### src/rtl/code_entry_rx_pkg.sv
// Shared types and ASCII constants for the passcode entry receive sequencer.
package entry_pkg;

   typedef enum logic [2:0] {
      IDLE,
      WAITBYTE,
      ACK,
      CHECK,
      EVAL,
      GRANT,
      DENY
   } entry_state_t;

   localparam logic [7:0] ASCII_0  = 8'h30;
   localparam logic [7:0] ASCII_9  = 8'h39;
   localparam logic [7:0] ASCII_CR = 8'h0D;

   function automatic logic is_digit(input logic [7:0] b);
      return (b >= ASCII_0) && (b <= ASCII_9);
   endfunction

endpackage

### src/rtl/code_entry_rx_if.sv
// Ready/read handshake between the UART receiver (master) and the entry sequencer (slave).
interface code_entry_rx_if;

   logic       rxready;
   logic [7:0] rxdata;
   logic       rdrxdata;

   modport master (output rxready, output rxdata, input rdrxdata);
   modport slave  (input rxready, input rxdata, output rdrxdata);

endinterface

### src/rtl/code_entry_rx_gap_timer.sv
// Inter-byte gap timer; expired is asserted in the last allowed idle cycle.
module gap_timer #(
   parameter int TIMEOUT_CYCLES = 50_000_000
) (
   input  logic clk,
   input  logic rst_n,
   input  logic clear,
   input  logic enable,
   output logic expired
);

   localparam int W = $clog2(TIMEOUT_CYCLES + 1);
   localparam logic [W-1:0] LAST = W'(TIMEOUT_CYCLES - 1);

   logic [W-1:0] count;

   always_ff @(posedge clk or negedge rst_n) begin
      if (!rst_n)
         count <= '0;
      else if (clear)
         count <= '0;
      else if (enable)
         count <= count + W'(1);
   end

   assign expired = enable && (count == LAST);

endmodule

### src/rtl/code_entry_rx.sv
// Collects a CR-terminated decimal code from the UART receiver and reports grant or deny.
module code_entry_rx
   import entry_pkg::*;
#(
   parameter int CODE_LEN       = 4,
   parameter int TIMEOUT_CYCLES = 50_000_000
) (
   input  logic                  clk,
   input  logic                  rst_n,
   input  logic                  start,
   code_entry_rx_if.slave        rx,
   input  logic [4*CODE_LEN-1:0] code,
   output logic                  busy,
   output logic [3:0]            digit_count,
   output logic                  granted,
   output logic                  denied,
   output logic                  timeout,
   output logic                  done
);

   localparam int BUF_W = 4 * CODE_LEN;
   localparam logic [3:0] LEN = 4'(CODE_LEN);

   entry_state_t     state, next_state;
   logic [7:0]       byte_reg;
   logic [BUF_W-1:0] buffer;
   logic             error_flag;
   logic             from_wait;
   logic             expired;

   gap_timer #(.TIMEOUT_CYCLES(TIMEOUT_CYCLES)) u_gap_timer (
      .clk     (clk),
      .rst_n   (rst_n),
      .clear   (state != WAITBYTE),
      .enable  (state == WAITBYTE),
      .expired (expired)
   );

   always_ff @(posedge clk or negedge rst_n) begin
      if (!rst_n)
         state <= IDLE;
      else
         state <= next_state;
   end

   always_comb begin
      next_state = state;
      case (state)
         IDLE:     if (start) next_state = WAITBYTE;
         WAITBYTE: begin
            if (rx.rxready)
               next_state = ACK;
            else if (expired)
               next_state = DENY;
         end
         ACK:      next_state = CHECK;
         CHECK:    next_state = (byte_reg == ASCII_CR) ? EVAL : WAITBYTE;
         EVAL: begin
            if (!error_flag && (digit_count == LEN) && (buffer == code))
               next_state = GRANT;
            else
               next_state = DENY;
         end
         GRANT:    next_state = IDLE;
         DENY:     next_state = IDLE;
         default:  next_state = IDLE;
      endcase
   end

   // from_wait remembers whether DENY was reached through the gap timer rather than EVAL.
   always_ff @(posedge clk or negedge rst_n) begin
      if (!rst_n) begin
         byte_reg    <= '0;
         buffer      <= '0;
         digit_count <= '0;
         error_flag  <= 1'b0;
         from_wait   <= 1'b0;
      end else begin
         from_wait <= (state == WAITBYTE);
         case (state)
            IDLE: begin
               buffer      <= '0;
               digit_count <= '0;
               error_flag  <= 1'b0;
            end
            WAITBYTE: begin
               if (rx.rxready)
                  byte_reg <= rx.rxdata;
            end
            CHECK: begin
               if (is_digit(byte_reg)) begin
                  if (digit_count < LEN)
                     buffer <= (buffer << 4) | BUF_W'(byte_reg[3:0]);
                  else
                     error_flag <= 1'b1;
                  if (digit_count != 4'hF)
                     digit_count <= digit_count + 4'd1;
               end else if (byte_reg != ASCII_CR) begin
                  error_flag <= 1'b1;
               end
            end
            default: ;
         endcase
      end
   end

   assign busy        = (state != IDLE);
   assign rx.rdrxdata = (state == ACK);
   assign granted     = (state == GRANT);
   assign denied      = (state == DENY);
   assign timeout     = (state == DENY) && from_wait;
   assign done        = granted | denied;

endmodule

### src/flat_wrapper.sv
// flat-port wrapper written by rule: the top's interface ports become plain ports
module code_entry_rx_flat import entry_pkg::*;
#(
   parameter int CODE_LEN       = 4,
   parameter int TIMEOUT_CYCLES = 50_000_000
)
  (clk, rst_n, start, code, busy, digit_count, granted, denied, timeout, done, rx_rxready, rx_rxdata, rx_rdrxdata);
  code_entry_rx_if rx_i ();
  input  logic clk;
  input  logic rst_n;
  input  logic start;
  input  logic [4*CODE_LEN-1:0] code;
  output logic busy;
  output logic [3:0] digit_count;
  output logic granted;
  output logic denied;
  output logic timeout;
  output logic done;
  input wire logic [$bits(rx_i.rxready)-1:0] rx_rxready;
  input wire logic [$bits(rx_i.rxdata)-1:0] rx_rxdata;
  output wire logic [$bits(rx_i.rdrxdata)-1:0] rx_rdrxdata;
  assign rx_i.rxready = rx_rxready;
  assign rx_i.rxdata = rx_rxdata;
  assign rx_rdrxdata = rx_i.rdrxdata;
  code_entry_rx #(.CODE_LEN(CODE_LEN), .TIMEOUT_CYCLES(TIMEOUT_CYCLES)) u_core (.clk(clk), .rst_n(rst_n), .start(start), .rx(rx_i), .code(code), .busy(busy), .digit_count(digit_count), .granted(granted), .denied(denied), .timeout(timeout), .done(done));
endmodule
### config.mk
export PLATFORM = sky130hd
export DESIGN_NAME = code_entry_rx_flat
export DESIGN_NICKNAME = d
export VERILOG_FILES = /design/src/rtl/code_entry_rx_pkg.sv /design/src/rtl/code_entry_rx_if.sv /design/src/rtl/code_entry_rx_gap_timer.sv /design/src/rtl/code_entry_rx.sv /design/src/flat_wrapper.sv
export SDC_FILE = /design/constraint.sdc
export NUM_CORES = 1
export LEC_CHECK = 0
export ABC_AREA = 0
export CORE_MARGIN = 1
export CORE_UTILIZATION = 45
export CTS_CLUSTER_SIZE = 8
export DETAILED_ROUTE_END_ITERATION = 7
export DONT_BUFFER_PORTS = 1
export PLACE_DENSITY = 0.59
export SLEW_MARGIN = 20
export SYNTH_ARGS = -nofsm -noshare
export SYNTH_HDL_FRONTEND = slang
export SYNTH_SLANG_ARGS = --single-unit
### constraint.sdc
create_clock -name clk -period 2.09 [get_ports clk]
set_clock_uncertainty 0.1 [all_clocks]
set_input_delay 0.418 -clock clk [delete_from_list [all_inputs] [get_ports clk]]
set_output_delay 0.418 -clock clk [all_outputs]
set_load 0.02 [all_outputs]
== After elaboration in Yosys (flattened, before gate mapping) ==
Cells that the tools add are included.

* Output and inout bits: 10
* Word-level logic and storage cells: 67
* Input bits: 28
* Register bits after elaboration: 59

* Add/subtract/negate cells: 2
* Eq/ne operators: 20
* Order comparisons: 3
* Bitwise operators: 2
* Reduce and logical (&&, ||, !) cells: 15
* Muxes and demuxes: 18

{| class="wikitable"
|+ Operator list
! cell !! number
|-
| two-way mux 26 bit || 2
|-
| two-way mux 16 bit || 2
|-
| one-hot mux 16 bit (2 select lines) || 1
|-
| adder 26 x 1 -> 26 bit (second input constant) || 1
|-
| equality test 26 bit (second input constant) || 1
|-
| equality test 16 bit || 1
|-
| bitwise OR 16 x 4 -> 16 bit || 1
|-
| one-hot mux 3 bit (5 select lines) || 1
|-
| two-way mux 3 bit || 4
|-
| equality test 3 bit (second input constant) || 3
|-
| AND reduction 3 bit || 3
|-
| equality test 8 x 4 -> 1 bit (second input constant) || 1
|-
| greater-or-equal comparator 8 x 6 -> 1 bit (second input constant) || 1
|-
| <= comparator 8 x 6 -> 1 bit (second input constant) || 1
|-
| two-way mux 4 bit || 2
|-
| inequality test 8 x 4 -> 1 bit (second input constant) || 1
|-
| one-hot mux 4 bit (2 select lines) || 1
|-
| equality test 3 x 2 -> 1 bit (second input constant) || 2
|-
| inequality test 2 x 1 -> 1 bit (second input constant) || 3
|-
| inequality test 3 x 1 -> 1 bit (second input constant) || 2
|-
| logical AND 1 bit || 5
|-
| adder 4 x 1 -> 4 bit (second input constant) || 1
|-
| equality test 4 x 3 -> 1 bit (second input constant) || 1
|-
| less-than comparator 4 x 3 -> 1 bit (second input constant) || 1
|-
| other kinds (14) || 18
|}

== Longest topological paths before layout ==
* Depth in word-level cells: 5
* Mapped depth: 7
* Mapped depth without buffers: 7

== Hierarchy ==
Synthesis repeated with hierarchy kept, for this count alone.

* Cell total of the unflattened synthesis: 329
* Area total of the unflattened synthesis: 3,205.6 um^2

{| class="wikitable"
|+ By module, submodules not included
! module !! times used !! seq. area each (um^2) !! cells each !! area each (um^2)
|-
| code_entry_rx || 1 || 825.8 || 180 || 1,805.5
|-
| gap_timer || 1 || 650.6 || 149 || 1,400.1
|}

== Worst setup path before layout ==
OpenSTA, ideal clock, no wires.

* Path type: register to register
* From: reg u_core.u_gap_timer.count[0]
* To: reg u_core.state[0]
* Required time: 1,870 ps
* Library setup time: 120 ps
* Period minus slack after synthesis: 1,966 ps
* Buffers on the path: 0
* Stages on the path, launching flop included: 7
* Path slack: 124 ps
* Arrival: 1,746 ps
* Path through: dfrtp_1 ha_1 and2_1 nand4_4 or3_4 a32o_1 a31o_1

* Cells in the longest elaborated chain, start to end: 4

{| class="wikitable"
|+ Ends and longest elaborated chain
! element !! line !! source
|-
| from (decl) || code_entry_rx_gap_timer.sv:15 || <nowiki>logic [W-1:0] count;</nowiki>
|-
| from (signal assigned) || code_entry_rx_gap_timer.sv:23 || <nowiki>count <= count + W'(1);</nowiki>
|-
| equality test 26 bit || code_entry_rx_gap_timer.sv:26 || <nowiki>assign expired = enable && (count == LAST);</nowiki>
|-
| logical AND 1 bit || code_entry_rx_gap_timer.sv:26 ||
|-
| inequality test 3 x 2 -> 1 bit (no line) || -- ||
|-
| AND reduction 2 bit (no line) || -- ||
|-
| to (signal assigned) || code_entry_rx.sv:43 || <nowiki>state <= next_state;</nowiki>
|-
| to (decl) || code_entry_rx.sv:24 || <nowiki>entry_state_t state, next_state;</nowiki>
|}

Every way passes these cells.
A chain may end at the register's enable or synchronous reset.

== Final worst setup path ==
Same ends and word-level chain as after synthesis.

==> results.md <==
- The flow ran to the end, and the final reports show no timing, DRC or antenna violations.
- The slew at the pin with the worst max-slew slack is 467 ps.
- The number of vias in the routed layout is 2143.
- The CTS tree is built.
- The worst-case headroom to the max-slew limit is 68.8%.
- The highest fanout seen on the critical path is 5.
- After floorplanning, the core was sized to cover around 0.0063 mm^2.
- The number of standard cells after synthesis is 308.
- When the netlist entered floorplanning its net count stood at 339.
- The initial antenna violation count was 0.
- The fraction of final layout cells with drive strength greater than 1 is 14.5%.
- The worst setup path is launched from a register.
- The post-CTS setup buffer count is 0.
- After synthesis, the mean cell area works out to 9.59 um^2.
- The clock period could shrink to between 1500 and 2000 ps.
- Input and output buffers added on the ports amount to 0.
- Setup violations remaining at the end of the flow were counted as 0.
- For this configuration, the core starts out at a cell density of 46.5%.
- By area the synthesized netlist is led by dfrtp_1, xor2_1, nand2_1, nor2_1, o21ai_0.
- The residual overflow from global routing is 0.
- The register with the most flip-flops in the layout has 26 of them.
- Hold timing on the final database bottoms out at a slack of 78.5 ps.
- Counting the fill cells in the layout gives 577.
- By count the netlist is led by dfrtp_1, nand2_1, nor2_1.
- The number of max-capacitance violations reported is 0.
- The sum of routed wire length over all layers is 5740 um.
- After synthesis, the largest area contributor takes up about half of total cell area.
- STA puts the critical path data required time at between 2000 and 2500 ps.
- Prior to clock tree synthesis, the placed netlist has a worst setup slack of 116 ps.
- The total of flip-flops plus latches after synthesis is slightly below 60.
- The clock slew seen by the registers of the worst setup and hold paths is 70 ps.
- Entering global routing, the biggest net connects 60 pins.
- Measured along the x axis, the die boundary spans 83.0 um.
- At the end of the flow the core is filled with cells to a little over half.
- The maximum clock path buffer count is 2.
- Setup repair after global routing left no endpoint under its margin.
- The setup slack of the critical path after layout is 119 ps.
- In this run the core area contains 29 standard-cell rows.
- The clock drives 59 sinks.
- After detailed routing, the number of remaining DRC violations is 0.
- Adding up every negative setup slack in the final design gives 0 ps.
- Synthesis instantiated 38 different standard cells from the library.
- The number of hold-slack violations in the final timing report is 0.
- The startpoint of the most critical register-to-register path is u_core.u_gap_timer.count[0].
- For hold timing, the worst endpoint is u_core.state[2].
- The worst register-to-register path ends at u_core.state[0].
- The critical path capture point type is a register.
- The latest clock arrival within the worst-skew pair is 330 ps.
- The final weighted congestion in routability-driven placement is 0.740.
- The most used flip-flop cell after synthesis is dfrtp_1.
- In this run the vertical extent of the chip is 83.0 um.
- The count of nets after finishing is approximately 360.
- The count of antenna diodes in the layout is 0.
- The biggest area consumer among synthesized cells is dfrtp_1.
- Yosys mapped a number of flops with a built-in enable equal to 0.
- Across every metal layer, demand over resource in global routing totals 18.0%.
- Data on the critical path arrives at its endpoint at 2100 ps.
- The final HPWL from detailed placement is approximately 4000 um.
- The DRC marker count from the first detailed-route iteration is 123.
- Of the synthesized area, sequential elements account for 50.0%.
- The floorplan step defined a die boundary enclosing 0.00689 mm^2.
- Of all flip-flops after synthesis, the portion carrying an async set or reset was 100%.
- The antenna violation net count after detailed routing is 0.
- The length in cells of the worst reg-to-reg path is 6.
- Timing would allow up to between 0.5 and 0.6 GHz.
- Counting instances, the worst hold path has a depth of 1.
- The first global-routing pass estimated 9740 um of wire.
- Pin placement for this block handled 38 I/O pins.
- The cell leakage power is 1.48 nW.
- The most frequent cell after synthesis is dfrtp_1.
- The synthesis warning total is 0.
- In the final routed layout, each cell accounts on average for 14.1 um.
- In the finished design, the share of the clock period the worst path needs comes to 94.3%.
- The count of pins over their slew limit is 0.
- The CTS root buffer is clkbuf_8.
- The worst hold-check path type is in -> reg.
- The via count of the first global-routing pass is slightly above 2000.
- In this run the register-to-register setup slack is about 120 ps.
- The power per cell area is 1060 mW/mm^2.
- Using the TritonRoute via totals, the vias-per-cell ratio works out to about 5.3.
- After synthesis the cells add up to 0.00295 mm^2.
- The maximum resistive drop on vdd is 0.858 mV.
- The startpoint of the lowest-slack hold path is rx_rxready.
- The type of the worst setup path is reg -> reg.
- The H-tree generated during clock tree synthesis spans 3 levels.
- The area growth from synthesis to layout is 15.7%.
- The first detailed-routing pass took 4 iterations.
- TritonCTS created 9 clock buffers.
[cell families (layout without fill, tap and decap cells)]
kind of cell / after synthesis / count (layout) / synth area share [%]
xor gates and xnor gates: 40 / 40 / 11.9
and+or+nand+nor: 143 / 143 / 24.4
buffers and inverters: 22 / 45 / 2.92
muxes: 8 / 8 / 3.05
AOI/OAI and AO/OA: 33 / 33 / 6.57
DFF: 59 / 59 / 50.0
adders and majority gates: 3 / 3 / 1.27
[routing by layer]
metal,wire (um),share of wire (%),track usage [%]
met5,0,0,0
met4,61,1.1,7.52
met3,245,4.3,5.07
met2,2430,42,24.7
met1,3000,52,26.7
[worst max path at each step]
stage,start,cells after the start,end,slack (ps)
floorplan,u_core.u_gap_timer.count[0],6,u_core.state[0],120
global placement,u_core.u_gap_timer.count[0],6,u_core.state[0],150
detailed placement,u_core.u_gap_timer.count[0],6,u_core.state[0],120
CTS,u_core.state[0],4,busy,70
global route,u_core.u_gap_timer.count[0],6,u_core.state[0],8
finish,u_core.u_gap_timer.count[0],6,u_core.state[0],120
[worst max-delay path, cell delays in order, from the launching register on]
cell     delay (ps)
dfrtp_1         400
ha_1            180
and2_1          200
nand4_4         130
or3_4           430
a32o_1          260
a31o_1          170
[where the power goes]
part	internal, mW	switching (mW)
clock	0.772	0.446
sequential	1.34	0.167
combinational	0.361	0.537
total	2.48	1.15
[layout make-up]
cell class              instances  area (um^2)  share of cell area [%]
clock buffers                  13          169                    4.94
clock inverters                 3         68.8                    2.01
inverters                      10         37.5                    1.10
multi-input cells             227         1410                    41.1
flip-flops and latches         59         1480                    43.2
well taps                      77         96.3                    2.82
repair buffers                 19          165                    4.83
[through the flow]
step	cell area, um^2	std cells	power, mW
floorplan	2950	308	2.15
global placement	3130	390	2.39
detailed placement	3130	390	2.40
CTS	3400	408	3.66
global route	3420	408	3.85
finish	3420	408	3.63
[cell usage in the layout, fill, tap and decap left out, types with 2 or more instances in the layout]
cell type and count:
ha_1 3, or3_1 2, nand3_1 14, nand2_1 43
a32o_1 2, inv_1 10, nor4_1 10, and4_1 2
xnor2_1 12, nand4_1 10, a21oi_1 3, buf_4 17
and3_1 3, o21ai_0 22, and2_1 6, nand2b_1 2
dfrtp_1 59, clkbuf_8 12, o21a_1 2, bufinv_16 2
nor2_1 33, nor3_1 7, mux2_2 8, xor2_1 28
[repair_timing]
item | 4_1_cts | 5_1_grt
hold buffers | 2 | 0
endpoints found under the hold margin | 59 | 0
gates resized for setup | 0 | 2
endpoints found under the setup margin | 0 | 2
(Power assumes the default switching activity.)
